`src/rtl/axis_out_packer_if.sv`:
```
// AXI-Stream beat channel from the output packer toward the accelerator's master port.
interface axis_out_packer_if #(
  parameter int OUT_WIDTH = 64
);
  logic [OUT_WIDTH-1:0] tdata;
  logic                 tvalid;
  logic                 tready;
  logic                 tlast;

  modport master (output tdata, output tvalid, output tlast, input tready);
  modport slave  (input tdata, input tvalid, input tlast, output tready);
endinterface

```
`src/rtl/axis_out_packer.sv`:
```
// Buffers unstallable PPU vectors and serializes each into two AXI-Stream beats,
// lower half first, with frame-based tlast and sticky overflow reporting.
module axis_out_packer #(
  parameter int IN_WIDTH        = 128,
  parameter int OUT_WIDTH       = 64,
  parameter int FIFO_DEPTH_LOG2 = 3
) (
  input  logic                     clk,
  input  logic                     sys_rst_n,
  input  logic                     i_valid,
  input  logic [IN_WIDTH-1:0]      i_data,
  input  logic                     i_frame_start,
  input  logic [15:0]              cfg_vecs_per_frame,
  axis_out_packer_if.master        m_axis,
  output logic [FIFO_DEPTH_LOG2:0] o_fifo_level,
  output logic                     o_overflow,
  output logic                     o_frame_done,
  output logic                     o_busy
);
  localparam int DEPTH = 1 << FIFO_DEPTH_LOG2;

  logic [IN_WIDTH-1:0]      mem [DEPTH];
  logic [FIFO_DEPTH_LOG2:0] wr_ptr;
  logic [FIFO_DEPTH_LOG2:0] rd_ptr;
  logic                     half;
  logic [15:0]              cnt;

  logic                     empty;
  logic                     full;
  logic                     beat;
  logic                     pop;
  logic                     push;
  logic                     drop;
  logic                     cnt_wrap;
  logic [IN_WIDTH-1:0]      head;

  // Full when pointers differ only in the wrap bit.
  always_comb begin
    empty    = (wr_ptr == rd_ptr);
    full     = (wr_ptr[FIFO_DEPTH_LOG2] != rd_ptr[FIFO_DEPTH_LOG2]) &&
               (wr_ptr[FIFO_DEPTH_LOG2-1:0] == rd_ptr[FIFO_DEPTH_LOG2-1:0]);
    beat     = !empty && m_axis.tready;
    pop      = beat && half;
    push     = i_valid && (!full || pop);
    drop     = i_valid && full && !pop;
    cnt_wrap = (cfg_vecs_per_frame != 16'd0) &&
               (cnt == cfg_vecs_per_frame - 16'd1);
  end

  assign head          = mem[rd_ptr[FIFO_DEPTH_LOG2-1:0]];
  assign m_axis.tvalid = !empty;
  assign m_axis.tdata  = empty ? '0 :
                         (half ? head[OUT_WIDTH +: OUT_WIDTH] : head[0 +: OUT_WIDTH]);
  assign m_axis.tlast  = half && cnt_wrap;
  assign o_fifo_level  = wr_ptr - rd_ptr;
  assign o_busy        = !empty;

  // Storage carries data only; it is never reset.
  always_ff @(posedge clk) begin
    if (push) begin
      mem[wr_ptr[FIFO_DEPTH_LOG2-1:0]] <= i_data;
    end
  end

  always_ff @(posedge clk or negedge sys_rst_n) begin
    if (!sys_rst_n) begin
      wr_ptr       <= '0;
      rd_ptr       <= '0;
      half         <= 1'b0;
      cnt          <= '0;
      o_overflow   <= 1'b0;
      o_frame_done <= 1'b0;
    end else begin
      if (push) wr_ptr <= wr_ptr + 1'b1;
      if (pop)  rd_ptr <= rd_ptr + 1'b1;
      if (beat) half   <= !half;
      // Frame start beats a coincident pop; overflow beats a coincident frame start.
      if (i_frame_start) begin
        cnt <= '0;
      end else if (pop) begin
        cnt <= cnt_wrap ? '0 : cnt + 16'd1;
      end
      if (drop) begin
        o_overflow <= 1'b1;
      end else if (i_frame_start) begin
        o_overflow <= 1'b0;
      end
      o_frame_done <= beat && m_axis.tlast;
    end
  end
endmodule

```
`src/flat_wrapper.sv`:
```
// flat-port wrapper written by rule: the top's interface ports become plain ports
module axis_out_packer_flat 
#(
  parameter int IN_WIDTH        = 128,
  parameter int OUT_WIDTH       = 64,
  parameter int FIFO_DEPTH_LOG2 = 3
)
  (clk, sys_rst_n, i_valid, i_data, i_frame_start, cfg_vecs_per_frame, o_fifo_level, o_overflow, o_frame_done, o_busy, m_axis_tdata, m_axis_tvalid, m_axis_tlast, m_axis_tready);
  axis_out_packer_if #(.OUT_WIDTH(OUT_WIDTH)) m_axis_i ();
  input  logic clk;
  input  logic sys_rst_n;
  input  logic i_valid;
  input  logic [IN_WIDTH-1:0] i_data;
  input  logic i_frame_start;
  input  logic [15:0] cfg_vecs_per_frame;
  output logic [FIFO_DEPTH_LOG2:0] o_fifo_level;
  output logic o_overflow;
  output logic o_frame_done;
  output logic o_busy;
  output wire logic [$bits(m_axis_i.tdata)-1:0] m_axis_tdata;
  output wire logic [$bits(m_axis_i.tvalid)-1:0] m_axis_tvalid;
  output wire logic [$bits(m_axis_i.tlast)-1:0] m_axis_tlast;
  input wire logic [$bits(m_axis_i.tready)-1:0] m_axis_tready;
  assign m_axis_tdata = m_axis_i.tdata;
  assign m_axis_tvalid = m_axis_i.tvalid;
  assign m_axis_tlast = m_axis_i.tlast;
  assign m_axis_i.tready = m_axis_tready;
  axis_out_packer #(.IN_WIDTH(IN_WIDTH), .OUT_WIDTH(OUT_WIDTH), .FIFO_DEPTH_LOG2(FIFO_DEPTH_LOG2)) u_core (.clk(clk), .sys_rst_n(sys_rst_n), .i_valid(i_valid), .i_data(i_data), .i_frame_start(i_frame_start), .cfg_vecs_per_frame(cfg_vecs_per_frame), .m_axis(m_axis_i), .o_fifo_level(o_fifo_level), .o_overflow(o_overflow), .o_frame_done(o_frame_done), .o_busy(o_busy));
endmodule
```
`config.mk`:
```
export PLATFORM = sky130hd
export DESIGN_NAME = axis_out_packer_flat
export DESIGN_NICKNAME = d
export VERILOG_FILES = /design/src/rtl/axis_out_packer_if.sv /design/src/rtl/axis_out_packer.sv /design/src/flat_wrapper.sv
export SDC_FILE = /design/constraint.sdc
export NUM_CORES = 1
export LEC_CHECK = 0
export ABC_AREA = 1
export BUFFER_PORTS_ARGS = -buffer_cell sky130_fd_sc_hd__buf_2
export CORE_ASPECT_RATIO = 1.75
export CORE_MARGIN = 2
export CORE_UTILIZATION = 60
export DETAILED_ROUTE_END_ITERATION = 6
export GPL_TIMING_DRIVEN = 0
export PLACE_DENSITY = 0.76
export SYNTH_ARGS = -nofsm -noshare
export SYNTH_HDL_FRONTEND = slang
export SYNTH_SLANG_ARGS = --single-unit
```
`constraint.sdc`:
```
create_clock -name clk -period 10.33 [get_ports clk]
set_clock_uncertainty 0.2 [all_clocks]
set_input_delay 2.066 -clock clk [delete_from_list [all_inputs] [get_ports clk]]
set_output_delay 2.066 -clock clk [all_outputs]
set_load 0.02 [all_outputs]
```
# Yosys cells after proc, flatten, opt, wreduce, memory -nomap -nowiden
# Memories as Yosys holds them, arrays and structs flattened.
# Index checks and enable logic that the tools add are counted.
[totals] register_bits=27 ramBits=1024 inputBits=149 output_inout_bits=73 elab_cells=42 memories=1
[classes] n_addsub=5 eq_ne=4 muxes=9 n_reduce_logical=17
[mem_list] name="u_core.mem" words=8 word_bits=128 read_ports=1 rd_ports_with_merged_regs=0 wr=1 line_no="axis_out_packer.sv:22" source="logic [IN_WIDTH-1:0] mem [DEPTH];"
[ops] operator="64-bit 2-to-1 mux" count=2
[ops] operator="16-bit 2-to-1 mux" count=3
[ops] operator="16-bit by 1-bit adder with 16-bit output (second input constant)" count=1
[ops] operator="16-bit == test" count=1
[ops] operator="16-bit nonzero test" count=1
[ops] operator="16-bit by 1-bit subtractor with 16-bit output (second input constant)" count=1
[ops] operator="1-bit logical AND" count=9
[ops] operator="4-bit by 1-bit adder with 4-bit output (second input constant)" count=2
[ops] operator="4-bit == test" count=1
[ops] operator="1-bit logical NOT" count=4
[ops] operator="1-bit 2-to-1 mux" count=4
[ops] operator="2-bit nonzero test" count=2
[ops] operator="4-bit subtractor" count=1
[ops] operator="3-bit == test" count=1
[ops] operator="1-bit logical OR" count=1
[ops] operator="1-bit != test" count=1

# Longest topological paths before layout
[depth] ltp_word=8 ltp_mapped=15 depth_no_buf=14

# Worst setup path before layout
# No wires, ideal clock.
[synth_path] path_kind="input-to-reg" from="in m_axis_tready" to="mem u_core.mem[0][0], enable pin" setup_time_ns=0.617 arrival_time_ns=7.889 required_ns=9.513 slack_ns=1.624 path_stages=6 n_path_buf=0 path_cell_list="nand3_4 > nand3_1 > nand2_1 > inv_2 > nand2_1 > nor2_1"
[synth_via] elab_chain_cells=6
[synth_lines] item="start, declared" line_no="flat_wrapper.sv:23" source="input wire logic [$bits(m_axis_i.tready)-1:0] m_axis_tready;"
[synth_lines] item="1-bit logical AND" line_no="axis_out_packer.sv:42" source="beat = !empty && m_axis.tready;"
[synth_lines] item="1-bit logical AND" line_no="axis_out_packer.sv:43" source="pop = beat && half;"
[synth_lines] item="1-bit logical OR" line_no="axis_out_packer.sv:44" source="push = i_valid && (!full || pop);"
[synth_lines] item="1-bit logical AND" line_no="axis_out_packer.sv:44"
[synth_lines] item="1-bit 2-to-1 mux" line_no="axis_out_packer.sv:60" source="if (push) begin"
[synth_lines] item="1-bit 2-to-1 mux (implied by the code)" line_no="axis_out_packer.sv:61" source="mem[wr_ptr[FIFO_DEPTH_LOG2-1:0]] <= i_data;"
[synth_lines] item="end, declared" line_no="axis_out_packer.sv:22"
# Every way passes these cells.

# Worst setup path in the final report
[layout_path] from="reg u_core.rd_ptr[2]" to="out m_axis_tdata[17]"
[layout_via] elab_chain_cells=3 word_cells_on_any_way=4
[layout_lines] item="start, declared" line_no="axis_out_packer.sv:24" source="logic [FIFO_DEPTH_LOG2:0] rd_ptr;"
[layout_lines] item="start signal, assigned" line_no="axis_out_packer.sv:75" source="if (pop) rd_ptr <= rd_ptr + 1'b1;"
[layout_lines] item="memory 8 x 128 bit"
[layout_lines] item="64-bit 2-to-1 mux" line_no="axis_out_packer.sv:53" source="(half ? head[OUT_WIDTH +: OUT_WIDTH] : head[0 +: OUT_WIDTH]);"
[layout_lines] item="64-bit 2-to-1 mux *" line_no="axis_out_packer.sv:52" source="assign m_axis.tdata = empty ? '0 :"
[layout_lines] item="end, declared" line_no="flat_wrapper.sv:20" source="output wire logic [$bits(m_axis_i.tdata)-1:0] m_axis_tdata;"
# Mark *: on every way between the ends. The rest lies on a longest branch, timed or not.

==> metrics.md <==
| Metric | Value |
|---|---|
| Chip Width | `between 200 and 250 µm` |
| P&R area growth vs syn | `15.15%` |
| Total track usage | `a little under two fifths` |
| Syn Nets | `roughly 3.3k` |
| Resized cells post-CTS | `0` |
| Total Wirelength | `135.2 mm` |
| Cts hold-fix bufs | `0` |
| Fin worst setup slack | `about 3100 ps` |
| H-tree depth | `3` |
| Most common cell in the netlist | `edfxtp_1` |
| Distinct cell type count after synthesis | `40` |
| Port Buffer Count | `~220` |
| Setup crit end kind | `output port` |
| P_leak | `roughly 16 nW` |
| Clk sinks | `roughly 1.1k` |
| Gate power share | `about two fifths` |
| Synth Flop Type | `edfxtp_1` |
| Fin nets | `3627` |
| Tcrit/Tclk final | `69.92%` |
| P per Cell Area | `around 320 nW/µm²` |
| Area after DPL | `45350 µm²` |
| Critical Path Source | `u_core.rd_ptr[2]` |
| Worst-path clk slew | `around 60 ps` |
| WL/cell | `30.25 µm` |
| Antenna violations before repair | `32` |
| Remaining Overflow, GRT | `0` |
| Worst hold-check path type | `reg -> reg` |
| 1st-iter DRT viols | `4384` |
| YS warnings | `0` |
| Peak fanout along the critical path | `10` |
| TritonCTS clock tree | `built` |
| Die area | `roughly 70000 µm²` |
| CTS buffer count | `87` |
| Vias per cell | `between 6 and 7` |
| Fin. max-slew vios | `11` |
| Area share of the largest cell type after synthesis | `roughly three quarters` |
| IO Count | `222` |
| RSZ-0062 raised after global routing | `false` |
| Number of max-cap violations | `1` |
| Violated checks | `design-rule violations, max-capacitance violations, max-slew violations` |
| Longest Clk Path Bufs | `3` |
| Power Total | `~15 mW` |
| Hold violation total from the final report | `0` |
| Top post-synthesis cells by area | `edfxtp_1 73%, o21ai_0 6.1%, nor2_1 5.0%` |
| Max IR drop VDD | `299.0 µV` |
| Net Sw Frac | `approximately 42%` |
| Routed vias | `just over 30k` |
| Yosys reg bits | `between 1k and 1.5k` |
| Antenna-violating nets left | `0` |
| Core box area | `69350 µm²` |
| Slew Limit Headroom | `-0.4782%` |
| Syn Inst Count | `about 3.1k` |
| EDFF count, synth | `approximately 1.0k` |
| Average size of a mapped cell | `13.47 µm²` |
| Clock period minus worst slack | `7222 ps` |
| Top cells by count, synth | `1024 x edfxtp_1, 557 x nor2_1, 515 x o21ai_0` |
| Fraction of layout cells with a size suffix above 1 | `roughly 15%` |
| # Post-CTS Setup Buffers | `0` |
| Row count | `about 130` |
| Clock latency on the worst-skew pair | `roughly 660 ps` |
| Post-place setup slack | `just under 4000 ps` |
| Post-DP HPWL | `93.23 mm` |
| Number of global-route vias before repair | `roughly 30k` |
| Worst hold margin | `between 200 and 300 ps` |
| Part of the power in registers | `36.2%` |
| Clock share of power | `between 20% and 30%` |
| Worst-Margin Slew | `around 1500 ps` |
| First-pass GRT wire length | `a little under 200 mm` |
| Final-report setup violation count | `0` |
| Design Area, Final | `between 40000 and 50000 µm²` |
| Reg-to-reg critical path startpoint | `u_core.rd_ptr[1]` |
| Critical Path AT | `just under 5000 ps` |
| WP data required | `between 8000 and 9000 ps` |
| Placer Congestion | `0.9156` |
| Worst Setup Path Type | `reg -> out` |
| 1st-pass router iterations | `7` |
| Max Fclk | `roughly 140 MHz` |
| Initial Utilization | `between 60% and 70%` |
| DIE HEIGHT | `between 300 and 400 µm` |
| Pin count of the biggest net entering global routing | `28` |
| Switching pwr | `about 6.4 mW` |
| Pint | `between 8 and 9 mW` |
| Synthesized area | `about 42000 µm²` |
| Ys async rst share | `2.569%` |
| # DRC | `2` |
| Worst Min Path Start | `u_core.wr_ptr[3]` |
| Outcome | `complete, but fails checks` |
| Worst Setup Start Kind | `flip-flop` |
| Synth area leader | `edfxtp_1` |
| CTS root buf | `clkbuf_16` |
| Post-synthesis sequential area ratio | `about three quarters` |
==> sequential cells by signal, summed over array words and instances, names as in the netlist <==
register / flops
u_core.mem: 1024
u_core.cnt: 16
u_core.rd_ptr: 4
u_core.wr_ptr: 4
u_core.half: 1
u_core.o_frame_done: 1
u_core.o_overflow: 1
==> worst max-delay path, cell delays in order, from the launching register on <==
cell      delay [ps]
dfrtp_1          320
buf_2            330
clkinv_1         450
clkbuf_1         530
ha_1             520
inv_1             90
nor3_2           240
nand2_2          250
inv_2            340
clkbuf_1         700
a21oi_1          250
buf_2            250
==> layout make-up <==
cell class	instances	area, µm²
Sequential cell	1051	31430
Fill cell	4502	21040
Multi-Input combinational cell	1778	9390
Clock buffer	98	2261
Timing Repair Buffer	267	2207
Tap cell	910	1139
Buffer	228	975.9
Clock inverter	58	630.6
Inverter	57	216.5
Antenna cell	24	60.06
==> path summary, 6_finish.rpt <==
path                               endpoint  slack, ps  cells after the start
hold / removal             u_core.wr_ptr[3]        290                      1
setup / recovery           m_axis_tdata[17]       3110                     11
max in group asynchronous    u_core.cnt[13]       8230                      1
min in group asynchronous     u_core.cnt[3]       1230                      1
setup reg to reg           u_core.mem[4][6]       4660                     17
hold reg to reg            u_core.wr_ptr[3]        290                      1
==> layer usage <==
metal / share of wire [%] / wire length (µm) / track usage, % / vias up
met3: 12 / 15650 / 9.205 / 594
met1: 31 / 41870 / 41.22 / 14720
met5: 0.14 / 191 / 0 / -
met2: 49 / 66610 / 61.81 / 2522
met4: 8.1 / 10920 / 27.59 / 22
li1: - / - / - / 12540
==> cell families after synthesis <==
| kind of cell | after synthesis | share of synthesized area [%] |
|---|---|---|
| AOI/OAI and AO/OA | 918 | 13.27 |
| xor gates and xnor gates | 32 | 0.6681 |
| adders and majority gates | 8 | 0.2565 |
| buffers and inverters | 285 | 2.842 |
| DFF | 1051 | 74.91 |
| and+or+nand+nor | 820 | 8.053 |
==> power by group through the flow <==
stage          sequential, mW  combinational, mW  clock, mW
2_1_floorplan            5.69               3.19          0
3_3_place_gp             5.85               5.60          0
3_5_place_dp             5.60               6.02          0
4_1_cts                  5.51               6.08       3.39
5_1_grt                  5.55               6.48       3.55
6_report                 5.52               6.31       3.42
==> metrics by stage <==
step,TNS [ps],cells,utilization [%]
4_1_cts,0,4447,69.57
3_3_place_gp,-3826810,4243,63.71
5_1_grt,0,4458,69.61
3_5_place_dp,0,4291,65.40
2_1_floorplan,0,3114,-
6_report,0,4471,69.66
==> placed cells by master (no fill, tap or decap), types with 27 or more instances in the layout <==
| cell | n |
|---|---|
| a21oi_1 | 67 |
| inv_1 | 50 |
| buf_12 | 28 |
| o211ai_1 | 76 |
| nand3_1 | 77 |
| clkbuf_16 | 89 |
| dfrtp_1 | 27 |
| clkbuf_1 | 158 |
| o221ai_1 | 180 |
| o21ai_0 | 515 |
| o22ai_1 | 76 |
| nand2_1 | 140 |
| nor2_1 | 550 |
| edfxtp_1 | 1024 |
| buf_2 | 290 |
Note: power is estimated with default switching activity, not from simulation.
